===== config.mk =====
export PLATFORM = sky130hd
export DESIGN_NAME = ps2_frame_rx
export DESIGN_NICKNAME = d
export VERILOG_FILES = /design/src/rtl/ps2_frame_rx.sv
export SDC_FILE = /design/constraint.sdc
export NUM_CORES = 1
export LEC_CHECK = 0
export BUFFER_PORTS_ARGS = -buffer_cell sky130_fd_sc_hd__buf_2
export CORE_ASPECT_RATIO = 0.75
export CORE_MARGIN = 5
export CORE_UTILIZATION = 30
export CTS_CLUSTER_DIAMETER = 30
export DETAILED_ROUTE_END_ITERATION = 8
export GPL_TIMING_DRIVEN = 1
export PLACE_DENSITY = 0.56
export SLEW_MARGIN = 20
export SYNTH_ARGS = -nofsm -noshare
export SYNTH_HDL_FRONTEND = slang
export SYNTH_SLANG_ARGS = --single-unit
export TNS_END_PERCENT = 5

===== constraint.sdc =====
create_clock -name clock -period 4.5 [get_ports clock]
set_clock_uncertainty 0.1 [all_clocks]
set_input_delay 0.9 -clock clock [delete_from_list [all_inputs] [get_ports clock]]
set_output_delay 0.9 -clock clock [all_outputs]
set_load 0.01 [all_outputs]

===== src/rtl/ps2_frame_rx.sv =====
// ps2_frame_rx
// -----------------------------------------------------------------------------
// Front-end PS/2 receiver. Raw PS2_CLK / PS2_DAT pads are synchronised and
// glitch-filtered, then 11-bit device-to-host frames (start, 8 data bits
// LSB-first, odd parity, stop) are deframed and each good byte is offered to
// the scancode controlpath over a valid/ready holding register.
// Parity, framing, timeout and overrun problems are reported as registered
// single-cycle pulses. Receive only; the pads are never driven.
//
// Parameters
//   FILTER_LEN      cycles a synchronised line must hold a new level before
//                   the filter accepts it (>= 2)
//   TIMEOUT_CYCLES  longest gap between PS/2 clock falls inside a frame
//                   before the frame is abandoned (>= 2)
//
// Ports
//   clock        in   system clock
//   reset        in   asynchronous active-low reset
//   ps2_clk_in   in   raw PS2_CLK pad (asynchronous)
//   ps2_dat_in   in   raw PS2_DAT pad (asynchronous)
//   rx_data      out  received byte, stable while rx_valid is high
//   rx_valid     out  byte available, held until accepted
//   rx_ready     in   consumer accepts on rx_valid & rx_ready
//   err_parity   out  pulse: parity mismatch, byte dropped
//   err_frame    out  pulse: start bit 1 or stop bit 0, byte dropped
//   err_timeout  out  pulse: frame abandoned after TIMEOUT_CYCLES without a fall
//   err_overrun  out  pulse: good byte arrived while holding reg full, not accepted
//   busy         out  high whenever the deframer is not idle
// -----------------------------------------------------------------------------

// ps2_line_filter
// Two-flop synchroniser followed by a persistence filter for one PS/2 line.
// The filtered level only follows the synchronised level once the two have
// disagreed for FILTER_LEN consecutive cycles; any agreement restarts the
// count, so pulses shorter than FILTER_LEN cycles never reach the output.
//
// Ports
//   clock  in   system clock
//   reset  in   asynchronous active-low reset
//   pad    in   raw asynchronous line
//   level  out  synchronised, filtered line level (idles high)
module ps2_line_filter #(
    parameter int FILTER_LEN = 8
) (
    input  logic clock,
    input  logic reset,
    input  logic pad,
    output logic level
);

    localparam int CW = $clog2(FILTER_LEN + 1);
    localparam logic [CW-1:0] CNT_LAST = CW'(FILTER_LEN - 1);

    logic          sync_a;
    logic          sync_b;
    logic [CW-1:0] hold_cnt;

    // Synchroniser; both stages come out of reset at the idle bus level so
    // no spurious edge is seen when reset is released.
    always_ff @(posedge clock or negedge reset) begin
        if (!reset) begin
            sync_a <= 1'b1;
            sync_b <= 1'b1;
        end else begin
            sync_a <= pad;
            sync_b <= sync_a;
        end
    end

    // The counter value is the number of cycles the synchronised line has
    // already disagreed with the filtered level; the cycle that would make
    // it FILTER_LEN is the one that commits the new level.
    always_ff @(posedge clock or negedge reset) begin
        if (!reset) begin
            level    <= 1'b1;
            hold_cnt <= '0;
        end else if (sync_b == level) begin
            hold_cnt <= '0;
        end else if (hold_cnt == CNT_LAST) begin
            level    <= sync_b;
            hold_cnt <= '0;
        end else begin
            hold_cnt <= hold_cnt + 1'b1;
        end
    end

endmodule

module ps2_frame_rx #(
    parameter int FILTER_LEN     = 8,
    parameter int TIMEOUT_CYCLES = 10000
) (
    input  logic       clock,
    input  logic       reset,
    input  logic       ps2_clk_in,
    input  logic       ps2_dat_in,
    output logic [7:0] rx_data,
    output logic       rx_valid,
    input  logic       rx_ready,
    output logic       err_parity,
    output logic       err_frame,
    output logic       err_timeout,
    output logic       err_overrun,
    output logic       busy
);

    localparam int TW = $clog2(TIMEOUT_CYCLES + 1);
    localparam logic [TW-1:0] TO_LAST = TW'(TIMEOUT_CYCLES - 1);

    typedef enum logic [1:0] {
        S_IDLE,
        S_DATA,
        S_PARITY,
        S_STOP
    } state_t;

    state_t        state;
    state_t        state_next;

    logic          clk_filt;
    logic          clk_filt_d;
    logic          dat_filt;
    logic          fall;

    logic [7:0]    shreg;
    logic [2:0]    bit_cnt;
    logic          par_ok;
    logic [TW-1:0] to_cnt;
    logic          timeout_hit;

    logic          start_en;
    logic          shift_en;
    logic          par_en;
    logic          frame_err_set;
    logic          parity_err_set;
    logic          deliver_set;

    ps2_line_filter #(.FILTER_LEN(FILTER_LEN)) u_clk_filter (
        .clock (clock),
        .reset (reset),
        .pad   (ps2_clk_in),
        .level (clk_filt)
    );

    ps2_line_filter #(.FILTER_LEN(FILTER_LEN)) u_dat_filter (
        .clock (clock),
        .reset (reset),
        .pad   (ps2_dat_in),
        .level (dat_filt)
    );

    // Falling-edge detector on the filtered PS/2 clock. The delayed copy
    // resets high so the bus idling high produces no edge.
    always_ff @(posedge clock or negedge reset) begin
        if (!reset) begin
            clk_filt_d <= 1'b1;
        end else begin
            clk_filt_d <= clk_filt;
        end
    end

    assign fall = clk_filt_d & ~clk_filt;

    // Timeout fires on the cycle the gap since the last fall would reach
    // TIMEOUT_CYCLES. A fall in the same cycle always wins.
    assign timeout_hit = (state != S_IDLE) && !fall && (to_cnt == TO_LAST);

    // State register.
    always_ff @(posedge clock or negedge reset) begin
        if (!reset) begin
            state <= S_IDLE;
        end else begin
            state <= state_next;
        end
    end

    // Next-state logic: the deframer only moves on a filtered clock fall,
    // except for the timeout escape back to idle.
    always_comb begin
        state_next = state;
        if (timeout_hit) begin
            state_next = S_IDLE;
        end else if (fall) begin
            case (state)
                S_IDLE:   state_next = dat_filt ? S_IDLE : S_DATA;
                S_DATA:   state_next = (bit_cnt == 3'd7) ? S_PARITY : S_DATA;
                S_PARITY: state_next = S_STOP;
                S_STOP:   state_next = S_IDLE;
                default:  state_next = S_IDLE;
            endcase
        end
    end

    // Output / control decode. Framing and parity are judged independently
    // at the stop bit so both pulses can fire for the same frame.
    always_comb begin
        busy           = (state != S_IDLE);
        start_en       = 1'b0;
        shift_en       = 1'b0;
        par_en         = 1'b0;
        frame_err_set  = 1'b0;
        parity_err_set = 1'b0;
        deliver_set    = 1'b0;
        if (fall) begin
            case (state)
                S_IDLE: begin
                    start_en      = ~dat_filt;
                    frame_err_set = dat_filt;
                end
                S_DATA: begin
                    shift_en = 1'b1;
                end
                S_PARITY: begin
                    par_en = 1'b1;
                end
                S_STOP: begin
                    frame_err_set  = ~dat_filt;
                    parity_err_set = ~par_ok;
                    deliver_set    = dat_filt & par_ok;
                end
                default: begin
                    start_en = 1'b0;
                end
            endcase
        end
    end

    // Deframing datapath: shift register, bit counter and parity verdict.
    always_ff @(posedge clock or negedge reset) begin
        if (!reset) begin
            shreg   <= '0;
            bit_cnt <= '0;
            par_ok  <= 1'b0;
        end else begin
            if (start_en) begin
                bit_cnt <= '0;
            end else if (shift_en) begin
                shreg   <= {dat_filt, shreg[7:1]};
                bit_cnt <= bit_cnt + 3'd1;
            end
            if (par_en) begin
                par_ok <= (^shreg) ^ dat_filt;
            end
        end
    end

    // Inter-edge watchdog: counts only while a frame is in progress and
    // restarts on every fall.
    always_ff @(posedge clock or negedge reset) begin
        if (!reset) begin
            to_cnt <= '0;
        end else if ((state == S_IDLE) || fall || timeout_hit) begin
            to_cnt <= '0;
        end else begin
            to_cnt <= to_cnt + 1'b1;
        end
    end

    // Error pulses are registered so each lasts exactly one cycle.
    always_ff @(posedge clock or negedge reset) begin
        if (!reset) begin
            err_parity  <= 1'b0;
            err_frame   <= 1'b0;
            err_timeout <= 1'b0;
            err_overrun <= 1'b0;
        end else begin
            err_parity  <= parity_err_set;
            err_frame   <= frame_err_set;
            err_timeout <= timeout_hit;
            err_overrun <= deliver_set & rx_valid & ~rx_ready;
        end
    end

    // Holding register. A new byte may replace the held one only if the held
    // one is being accepted in the same cycle; otherwise the new byte is lost
    // and flagged as an overrun.
    always_ff @(posedge clock or negedge reset) begin
        if (!reset) begin
            rx_data  <= '0;
            rx_valid <= 1'b0;
        end else if (deliver_set) begin
            if (!rx_valid || rx_ready) begin
                rx_data  <= shreg;
                rx_valid <= 1'b1;
            end
        end else if (rx_valid && rx_ready) begin
            rx_valid <= 1'b0;
        end
    end

endmodule


# Yosys cells after proc, flatten, opt, wreduce, memory -nomap -nowiden
# Index checks and enable logic that the tools add are counted.
dict set report totals {
  reg_bits 56
  inputBits 5
  output_inout_bits 14
  word_cells 92
}
dict set report op_classes {
  addsub 4
  eq_ne 10
  mux 27
  n_bitwise 12
  n_reduce_logical 19
}
# cell n
set op_table {}
lappend op_table {{$mux W4} 4}
lappend op_table {{$mux W1} 15}
lappend op_table {{$add A14 B1 Y14 const B} 1}
lappend op_table {{$eq A14 B14 Y1 const B} 1}
lappend op_table {{$mux W14} 1}
lappend op_table {{$reduce_and A2 Y1} 5}
lappend op_table {{$add A4 B1 Y4 const B} 2}
lappend op_table {{$eq A4 B3 Y1 const B} 2}
lappend op_table {{$pmux W2 S4} 1}
lappend op_table {{$reduce_bool A2 Y1} 4}
lappend op_table {{$reduce_xor A8 Y1} 1}
lappend op_table {{$not A1 Y1} 7}
lappend op_table {{$mux W2} 3}
lappend op_table {{$mux W3} 2}
lappend op_table {{$and A1 B1 Y1} 4}
lappend op_table {{$eq A2 B2 Y1 const B} 2}
lappend op_table {{$add A3 B1 Y3 const B} 1}
lappend op_table {{$eq A3 B3 Y1 const B} 1}
lappend op_table {{$logic_and A1 B1 Y1} 3}
lappend op_table {{$logic_or A1 B1 Y1} 3}
lappend op_table {{$eq A1 B1 Y1} 2}
lappend op_table {{$eq A2 B1 Y1 const B} 1}
lappend op_table {{$logic_not A1 Y1} 2}
lappend op_table {{$logic_not A2 Y1} 1}
lappend op_table {{3 further kinds} 3}

# Longest topological paths before layout
# Gate-level depths: netlist of the first run.
dict set report logic_depth {
  ltp_word 7
  ltp_mapped 6
  mapped_depth_nobuf 5
}

# Modules after synthesis
# Synthesis of the first run repeated with hierarchy kept, for this count alone.
dict set report unflattened {
  cells_unflattened 196
  area_unflattened_um2 2484.9
}
# module n_inst cells_per_inst area_per_inst_um2 seq_area_each_um2
set modules_own_cells {}
lappend modules_own_cells {ps2_frame_rx 1 157 1924.3 1052.3}
lappend modules_own_cells {{ps2_line_filter at u_dat_filter} 1 19 289.0 178.9}
lappend modules_own_cells {{ps2_line_filter at u_clk_filter} 1 20 271.5 178.9}

# Worst setup path before layout of the first run
# No wires, ideal clock.
dict set report synth_path {
  kind {register to register}
  from {reg u_dat_filter.level}
  to {reg rx_data[0]}
  setup_time_ns 0.125
  t_arrival_ns 1.598
  required_ns 4.275
  slack_ns 2.677
  path_stages_with_launch 7
  path_buffers 2
  synth_period_minus_slack_ns 1.823
  cell_sequence {dfstp_2 buf_2 nand2_1 or3_4 nor2b_4 buf_12 mux2_4}
}
dict set report synth_via {
  elab_chain_cells 4
}
# element line_no
set synth_lines {}
lappend synth_lines {{start: declaration} 48} ;# output logic level
lappend synth_lines {{start signal: assignment} 80} ;# level <= sync_b;
lappend synth_lines {{$and A1 B1 Y1} 219} ;# deliver_set = dat_filt & par_ok;
lappend synth_lines {{$mux W1} 205} ;# case (state)
lappend synth_lines {{$mux W1} 204} ;# if (fall) begin
lappend synth_lines {{$reduce_and A2 Y1 (no line)} --}
lappend synth_lines {{end signal: assignment} 283} ;# rx_data <= shreg;
lappend synth_lines {{end: declaration} 97} ;# output logic [7:0] rx_data,
# No other way between the ends.
# A chain may end at the register's enable or synchronous reset.

# Final worst setup path of the first run
dict set report layout_path {
  from {reg state[1]}
  to {out busy}
}
dict set report layout_via {
  elab_chain_cells 1
}
# element line_no
set layout_lines {}
lappend layout_lines {{start: declaration} 117} ;# state_t state;
lappend layout_lines {{start signal: assignment} 173} ;# state <= state_next;
lappend layout_lines {{$reduce_bool A2 Y1} 197} ;# busy = (state != S_IDLE);
lappend layout_lines {{end: declaration} 104} ;# output logic busy
# No other way between the ends.

==> results.sh, run 1 <==
export IMPL_outcome="finished clean"
export IMPL_die_h_um=88.56
export IMPL_cts_path_max_buffers=2
export IMPL_slowest_stage="dfrtp_1"
export IMPL_coreArea_mm2=0.007953
export IMPL_critPathMaxFanout=10
export IMPL_drt_pass1_iterations=4
export IMPL_final_hold_violation_count=0
export IMPL_rows=28
export IMPL_wl_met1_um=2095
export IMPL_drive_gt1_share_pct=26.36
export IMPL_wl_met3_um=214
export IMPL_grt_use_total_pct=8.504
export IMPL_seq_area_frac_synth_pct=57.12
export IMPL_ant_nets=0
export IMPL_hold_path_class="flop to flop"
export IMPL_antenna_found_initial=0
export IMPL_fin_nets=229
export IMPL_rsz0062_at_grt="no"
export IMPL_path_buf_inv=1
export IMPL_grt_pass1_vias=1435
export IMPL_start_util_pct=31.04
export IMPL_rr_startpoint="clk_filt_d"
export IMPL_cp_required_ps=3500
export IMPL_antenna_cells=0
export IMPL_start_kind="flop"
export IMPL_dieWidth_um=114.7
export IMPL_top_layer="met4"
export IMPL_clk_insertion_delay_late_ps=290
export IMPL_ctsResizeCount=0
export IMPL_finalInstanceArea_mm2=0.002731
export IMPL_slew_violations=0
export IMPL_power_leakage_nw=1.276
export IMPL_n_fill_cell=797
export IMPL_final_common_cell="dfrtp_1"
export IMPL_grt_overflow_total=0
export IMPL_period_minus_slack_ps=2286
export IMPL_gp_congestion=0.7097
export IMPL_min_from="u_clk_filter.sync_a"
export IMPL_maxCapViolCount=0
export IMPL_avgSynthCellArea_um2=12.41
export IMPL_setup_viol=0
export IMPL_max_stage_delay_ps=480
export IMPL_critPathTopFamily="flip-flops"
export IMPL_worstMarginPinSlew_ps=536.9
export IMPL_end_kind="output pin"
export IMPL_vdd_ir_drop_max_v=0.0001207
export IMPL_drcViolationCount=0
export IMPL_multi_input_area_um2=983.4
export IMPL_placedInstanceArea_mm2=0.002641
export IMPL_yosys_register_bits=56
export IMPL_grt_pass1_wl_um=6865
export IMPL_vias=1435
export IMPL_fin_crit_sh_pct=50.81
export IMPL_area_delta_synth_final_pct=10.64
export IMPL_syn_inst=199
export IMPL_timing_fmax_mhz=437.4
export IMPL_path_class="flop to output pin"
export IMPL_cts_tree="built"
export IMPL_crit_start="state[1]"
export IMPL_yosysWarningCount=0
export IMPL_arrival_ps=1290
export IMPL_ctsHoldBuffers=0
export IMPL_clk_pin_slew_ps=90
export IMPL_slew_headroom_pct=64.11
export IMPL_die_area_mm2=0.01016
export IMPL_p_per_area_mw_per_mm2=418.1
export IMPL_drt_total_wl_um=3900
export IMPL_layout_common_cells="49 x dfrtp_1, 26 x nor2_1, 18 x buf_2, 17 x xnor2_1, 12 x mux2_2"
export IMPL_grt_max_degree=43
export IMPL_wl_per_cell_um=12.00
export IMPL_yosysUniqueCellTypes=36
export IMPL_dp_hpwl_um=2746
export IMPL_placement_io_buffers=18
export IMPL_htree_levels=2
export IMPL_drtIter0Drc=124
export IMPL_netlist_area_mm2=0.002469
export IMPL_cts_setup_buffers=0
export IMPL_tns_ps=0
export IMPL_regArea_mm2=0.001410
export IMPL_cts_inserted_buffers=5
export IMPL_vias_per_cell=4.415
export IMPL_dr_wl_met2_um=1547
export IMPL_ios=19
export IMPL_path_cells="or2_2, buf_2"
export IMPL_cts_num_sinks=56
export IMPL_cts_root_buffer="clkbuf_8"
export IMPL_syn_nets=209
[cell families (layout without fill, tap and decap cells)]
| kind of cell | Yosys count | count (layout) | synth area share, % |
|---|---|---|---|
| buffers and inverters | 10 | 31 | 3.041 |
| AOI/OAI and AO/OA | 6 | 6 | 1.673 |
| adders and majority gates | 5 | 5 | 2.534 |
| xor gates and xnor gates | 23 | 23 | 8.717 |
| DFF | 56 | 56 | 57.12 |
| muxes | 20 | 20 | 10.34 |
| and+or+nand+nor | 79 | 79 | 16.57 |
[synthesized netlist by cell type (all sizes together)]
cell type / n / area (um2)
nor3: 11 / 55.05
buf: 7 / 63.81
a22o: 2 / 17.52
nand2: 12 / 47.55
or3: 1 / 11.26
nand4b: 1 / 8.760
and2b: 1 / 7.510
nor4b: 1 / 8.760
nor3b: 1 / 7.510
a21oi: 3 / 15.01
nand3: 10 / 50.05
and4: 1 / 8.760
inv: 3 / 11.26
mux2: 20 / 255.3
nand4: 4 / 25.02
and3: 1 / 6.260
ha: 5 / 62.56
xnor2: 17 / 148.9
or2: 1 / 6.260
xnor3: 1 / 22.52
dfrtp: 49 / 1226
nand2b: 3 / 26.27
nor4bb: 1 / 10.01
nor2b: 3 / 26.27
dfstp: 7 / 183.9
nor4: 1 / 6.260
o22a: 1 / 8.760
xor2: 5 / 43.79
nor2: 26 / 97.59
[layer usage]
metal  track usage, %  up-vias
met4            2.878        0
met3            2.802        5
met5                0        -
met1            12.48      692
li1                 -      717
met2            11.73       21
[per-stage QoR]
| stage | std cells | power, W | hold slack [ps] | utilization, % | setup WS [ps] |
|---|---|---|---|---|---|
| 2_1_floorplan | 199 | 0.0008368 | 245.2 | - | 2677 |
| 3_3_place_gp | 317 | 0.0008809 | 247.5 | 33.21 | 2474 |
| 3_5_place_dp | 317 | 0.0008874 | 250.7 | 33.21 | 2459 |
| 4_1_cts | 325 | 0.001167 | 264.5 | 34.35 | 2194 |
| 5_1_grt | 325 | 0.001229 | 265.1 | 34.35 | 2144 |
| 6_report | 325 | 0.001142 | 260.8 | 34.35 | 2214 |
[registers in the layout, summed over array words and instances, names as in the netlist, 2 cells and up]
name / count
bit_cnt: 3
u_clk_filter.hold_cnt: 4
rx_data: 8
u_dat_filter.hold_cnt: 4
shreg: 8
to_cnt: 14
state: 2
[layout make-up]
type | count | area share (%)
Sequential cell | 56 | 51.63
Multi-Input combinational cell | 133 | 36.01
Tap cell | 105 | 4.810
Timing Repair Buffer | 20 | 3.848
Clock buffer | 8 | 3.298
Inverter | 3 | 0.4123
[path summary, 6_finish.rpt]
| path | endpoint | slack (ps) | cells past startpoint |
|---|---|---|---|
| worst max-delay path | busy | 2210 | 2 |
| worst min-delay path | u_clk_filter.sync_b | 260 | 0 |
| worst max register to register | rx_data[6] | 2550 | 4 |
| worst min register to register | u_clk_filter.sync_b | 260 | 0 |
| max in group asynchronous | u_dat_filter.level | 3070 | 2 |
| min in group asynchronous | u_clk_filter.hold_cnt[1] | 390 | 1 |
[power breakdown]
part / switching [W] / total (W) / internal, W
registers: 0.0000632 / 0.000636 / 0.000572
clock network: 0.000143 / 0.000268 / 0.000126
logic: 0.000126 / 0.000238 / 0.000112
total: 0.000332 / 0.00114 / 0.000810
No activity file was read; power rests on OpenSTA's default activity.
==> run 2, diff against run 1 <==
Clock period 4.5 ns to 2.2 ns, I/O delays scaled along.
==> run 2 against run 1 <==
- power increased by 120%
- count of clock-buffer cells in the layout decreased by 1
- routed wire length increased by 0.87%
- non-clock buffer count increased by 2
- critical path type is now flop to flop
- sequential power increased by 100%
- largest power group unchanged
- cell count increased by 0.62%
- critical endpoint is now rx_data[1]
==> results.sh, run 2 (synthesis results as in run 1) <==
export IMPL_outcome="finished clean"
export IMPL_cts_root_buffer="clkbuf_8"
export IMPL_drcViolationCount=0
export IMPL_rows=28
export IMPL_r2r_end="rx_data[1]"
export IMPL_slew_headroom_pct=61.83
export IMPL_grt_use_total_pct=8.272
export IMPL_final_common_cell="dfrtp_1"
export IMPL_p_per_area_mw_per_mm2=911.0
export IMPL_vdd_ir_drop_max_v=0.0003824
export IMPL_layout_common_cells="49 x dfrtp_1, 26 x nor2_1, 18 x buf_2, 17 x xnor2_1, 12 x mux2_2"
export IMPL_grt_max_degree=33
export IMPL_cts_path_max_buffers=2
export IMPL_ctsHoldBuffers=0
export IMPL_maxCapViolCount=0
export IMPL_fin_nets=231
export IMPL_tns_ps=0
export IMPL_vias_per_cell=4.343
export IMPL_drt_total_wl_um=3934
export IMPL_cts_tree="built"
export IMPL_antenna_cells=0
export IMPL_grt_overflow_total=0
export IMPL_vias=1420
export IMPL_cp_required_ps=2300
export IMPL_fin_hold_ws_ps=21.58
export IMPL_path_class="flop to flop"
export IMPL_critPathTopFamily="simple AND/OR/NAND/NOR gates"
export IMPL_gp_congestion=0.7905
export IMPL_reg2regPathDepth=4
export IMPL_drtIter0Drc=76
export IMPL_ios=19
export IMPL_power_leakage_nw=1.310
export IMPL_period_minus_slack_ps=1940
export IMPL_reg2reg_slack_ps=260
export IMPL_drive_gt1_share_pct=27.93
export IMPL_grt_pass1_vias=1366
export IMPL_cts_num_sinks=56
export IMPL_final_hold_violation_count=0
export IMPL_critPathMaxFanout=12
export IMPL_power_switching_w=0.0007179
export IMPL_slew_violations=0
export IMPL_internal_power_w=0.001829
export IMPL_p_comb_share_pct=21.4
export IMPL_dp_hpwl_um=2717
export IMPL_antenna_found_initial=0
export IMPL_path_buf_inv=0
export IMPL_end_kind="flop"
export IMPL_cts_inserted_buffers=5
export IMPL_area_delta_synth_final_pct=13.23
export IMPL_max_stage_delay_ps=550
export IMPL_dieWidth_um=114.7
export IMPL_ctsResizeCount=0
export IMPL_clk_insertion_delay_late_ps=310
export IMPL_timing_fmax_mhz=515.5
export IMPL_path_cells="nand2b_4, or3_4, nor2b_4, mux2_4"
export IMPL_die_h_um=88.56
export IMPL_wl_per_cell_um=12.03
export IMPL_coreArea_mm2=0.007953
export IMPL_drt_pass1_iterations=4
export IMPL_start_kind="flop"
export IMPL_ant_nets=0
export IMPL_seqPwrFrac_pct=50.2
export IMPL_slowest_stage="dfstp_2"
export IMPL_rsz0062_at_grt="no"
export IMPL_setup_viol=0
export IMPL_die_area_mm2=0.01016
export IMPL_fin_crit_sh_pct=88.17
export IMPL_rr_startpoint="clk_filt_d"
export IMPL_placement_io_buffers=18
export IMPL_arrival_ps=2040
export IMPL_switching_share_pct=28.19
export IMPL_clk_pin_slew_ps=90
export IMPL_grt_pass1_wl_um=6582
export IMPL_cts_setup_buffers=0
export IMPL_pwr_share_clk_pct=28.3
export IMPL_largest_register_ff_count=14
export IMPL_worstMarginPinSlew_ps=572.6
export IMPL_hold_path_class="input port to async pin"
export IMPL_largestRegisters="to_cnt x14, rx_data x8, shreg x8"
export IMPL_htree_levels=2
export IMPL_regMostFlops="to_cnt"
export IMPL_start_util_pct=31.04
-- run 2: worst max path at each step --
stage                                  start          to  slack [ps]  cells past startpoint
final                             clk_filt_d  rx_data[1]         260                      4
after global routing              clk_filt_d  rx_data[1]         190                      4
after CTS                         clk_filt_d  rx_data[1]         240                      4
after detailed placement          clk_filt_d  rx_data[5]         250                      4
after global placement            clk_filt_d  rx_data[6]         270                      4
after floorplan           u_dat_filter.level  rx_data[0]         380                      6
-- run 2: final cells by class --
type,instances,area [um2]
sequential,56,1410
timing repair buffer,22,132.6
multi-input combinational,133,983.4
clock inverter,1,30.03
tap,105,131.4
inverter,3,11.26
fill,782,5157
clock buffer,7,96.34
-- run 2: through the flow --
stage	worst slack (ps)	total power [W]	instance area (um2)	cells	utilization, %
5_1_grt	187.6	0.002698	2795	327	35.15
4_1_cts	241.9	0.002585	2795	327	35.15
6_report	260.2	0.002547	2795	327	35.15
3_5_place_dp	250.6	0.001848	2669	319	33.56
2_1_floorplan	377.1	0.001712	2469	199	-
3_3_place_gp	271.5	0.001835	2669	319	33.56
-- run 2: power by group through the flow --
stage | sequential [W] | combinational, W | clock [W]
after global placement | 0.00130 | 0.000539 | 0
after global routing | 0.00130 | 0.000622 | 0.000774
final | 0.00128 | 0.000546 | 0.000722
after CTS | 0.00128 | 0.000555 | 0.000749
after floorplan | 0.00126 | 0.000451 | 0
after detailed placement | 0.00130 | 0.000549 | 0
-- run 2: layer usage --
metal  vias up  global-route usage [%]  share of wire, %
met5         -                       0                 0
met1       668                   12.23                55
met3         8                   2.529               5.1
met2        26                   11.09                38
li1        718                       -                 -
met4         0                   3.518               1.7
-- run 2: worst reg2reg max path: stages (launching register included) --
cell and delay (ps):
dfstp_2 550, nand2b_4 100, or3_4 430, nor2b_4 320, mux2_4 340
==> run 3, diff against run 2 <==
Settings changed: BUFFER_PORTS_ARGS -buffer_cell sky130_fd_sc_hd__buf_2 to not set, DONT_BUFFER_PORTS set to 1, PLACE_DENSITY 0.56 to 0.54.
==> run 3 against run 2 <==
- maximum frequency is 0.54% lower
- sequential power is essentially flat
- core utilization decreased by 0.99 points
- cell count shrank 4.9%
- die area unchanged
- largest cell class unchanged
- highest routed layer unchanged
==> results.sh, run 3 (synthesis results as in run 1) <==
export IMPL_power_leakage_nw=1.219
export IMPL_grt_pass1_wl_um=6831
export IMPL_outcome="finished clean"
export IMPL_gp_congestion=0.7620
export IMPL_placement_io_buffers=0
export IMPL_vias=1369
export IMPL_antenna_cells=0
export IMPL_ant_nets=0
export IMPL_place_ws_ps=253.5
export IMPL_power_w=0.002454
export IMPL_slew_headroom_pct=77.38
export IMPL_critPathMaxFanout=12
export IMPL_path_class="flop to flop"
export IMPL_dp_hpwl_um=2706
export IMPL_multi_input_area_um2=983.4
export IMPL_regMostFlops="to_cnt"
export IMPL_max_stage_delay_ps=550
export IMPL_start_util_pct=31.04
export IMPL_final_common_cell="dfrtp_1"
export IMPL_die_area_mm2=0.01016
export IMPL_drcViolationCount=0
export IMPL_final_hold_violation_count=0
export IMPL_cts_num_sinks=56
export IMPL_path_cells="nand2b_4, or3_4, nor2b_4, mux2_4"
export IMPL_switching_share_pct=28.69
export IMPL_critPathTopFamily="simple AND/OR/NAND/NOR gates"
export IMPL_rows=28
export IMPL_timing_fmax_mhz=512.8
export IMPL_power_switching_w=0.0007040
export IMPL_vias_per_cell=4.402
export IMPL_vdd_ir_drop_max_v=0.0003417
export IMPL_area_delta_synth_final_pct=10.04
export IMPL_antenna_found_initial=0
export IMPL_p_comb_share_pct=20.5
export IMPL_cts_inserted_buffers=5
export IMPL_ios=19
export IMPL_rsz0062_at_grt="no"
export IMPL_dieWidth_um=114.7
export IMPL_cp_required_ps=2300
export IMPL_clk_pin_slew_ps=100
export IMPL_path_buf_inv=0
export IMPL_regArea_mm2=0.001410
export IMPL_cts_setup_buffers=0
export IMPL_slowest_stage="dfstp_2"
export IMPL_drt_total_wl_um=3961
export IMPL_pwr_share_clk_pct=26.6
export IMPL_period_minus_slack_ps=1950
export IMPL_drt_pass1_iterations=4
export IMPL_maxCapViolCount=0
export IMPL_internal_power_w=0.001750
export IMPL_cts_tree="built"
export IMPL_worstMarginPinSlew_ps=334.8
export IMPL_grt_overflow_total=0
export IMPL_setup_viol=0
export IMPL_layout_setup_ws_ps=249.8
export IMPL_grt_use_total_pct=8.734
export IMPL_fin_nets=215
export IMPL_hold_path_class="flop to flop"
export IMPL_coreArea_mm2=0.007953
export IMPL_wl_per_cell_um=12.74
export IMPL_seqPwrFrac_pct=52.9
export IMPL_arrival_ps=2050
export IMPL_drive_gt1_share_pct=20.39
export IMPL_p_per_area_mw_per_mm2=903.4
export IMPL_cts_root_buffer="clkbuf_8"
export IMPL_grt_max_degree=57
export IMPL_largestRegisters="to_cnt x14, rx_data x8, shreg x8"
export IMPL_cts_path_max_buffers=2
export IMPL_n_fill_cell=763
export IMPL_start_kind="flop"
export IMPL_layout_common_cells="49 x dfrtp_1, 26 x nor2_1, 17 x xnor2_1, 12 x mux2_2"
export IMPL_end_kind="flop"
export IMPL_tns_ps=0
export IMPL_drtIter0Drc=76
export IMPL_clk_insertion_delay_late_ps=310
export IMPL_slew_violations=0
export IMPL_htree_levels=2
export IMPL_grt_pass1_vias=1395
export IMPL_fin_crit_sh_pct=88.65
export IMPL_largest_register_ff_count=14
export IMPL_die_h_um=88.56
==> run 3: layout make-up <==
type                    instances  area share [%]
multi-input cells             133           36.20
well taps                     105           4.836
inverters                       3          0.4146
clock buffers                   6           2.672
clock inverters                 2           1.290
repair buffers                  6           2.672
flip-flops and latches         56           51.91
==> run 3: path summary, 6_finish.rpt <==
check / from / to / slack [ps] / cells past startpoint
max: clk_filt_d / rx_data[6] / 250 / 4
min: u_dat_filter.sync_a / u_dat_filter.sync_b / 260 / 0
max reg2reg: clk_filt_d / rx_data[6] / 250 / 4
min reg2reg: u_dat_filter.sync_a / u_dat_filter.sync_b / 260 / 0
max in group asynchronous: reset / u_clk_filter.sync_b / 1180 / 2
min in group asynchronous: reset / err_overrun / 550 / 2
==> run 3: per-stage QoR <==
step | std cells | cell area, um2 | hold slack (ps) | util [%]
finish | 311 | 2716 | 260.5 | 34.16
global route | 311 | 2716 | 263.2 | 34.16
CTS | 310 | 2706 | 4.209 | 34.03
detailed placement | 299 | 2551 | 46.86 | 32.08
global placement | 299 | 2551 | 46.51 | 32.08
floorplan | 199 | 2469 | 44.41 | -
==> run 3: power by group through the flow <==
stage          Sequential, W  Clock (W)  Combinational [W]
4_1_cts              0.00130   0.000686           0.000516
3_3_place_gp         0.00131          0           0.000476
5_1_grt              0.00132   0.000723           0.000575
2_1_floorplan        0.00126          0           0.000451
6_report             0.00130   0.000654           0.000503
3_5_place_dp         0.00132          0           0.000483
==> run 3: metal layers <==
layer / wire length, um / up-vias / global-route usage (%) / share of wire, %
li1: - / 681 / - / -
met1: 2008 / 661 / 12.48 / 51
met2: 1682 / 19 / 12.04 / 42
met3: 178 / 8 / 2.461 / 4.5
met4: 92 / 0 / 4.478 / 2.3
met5: 0 / - / 0 / 0
==> run 3: repair_timing <==
action                                 4_1_cts  5_1_grt
hold buffers                                 3        1
resized for setup                            0        0
endpoints found under the hold margin       57        1
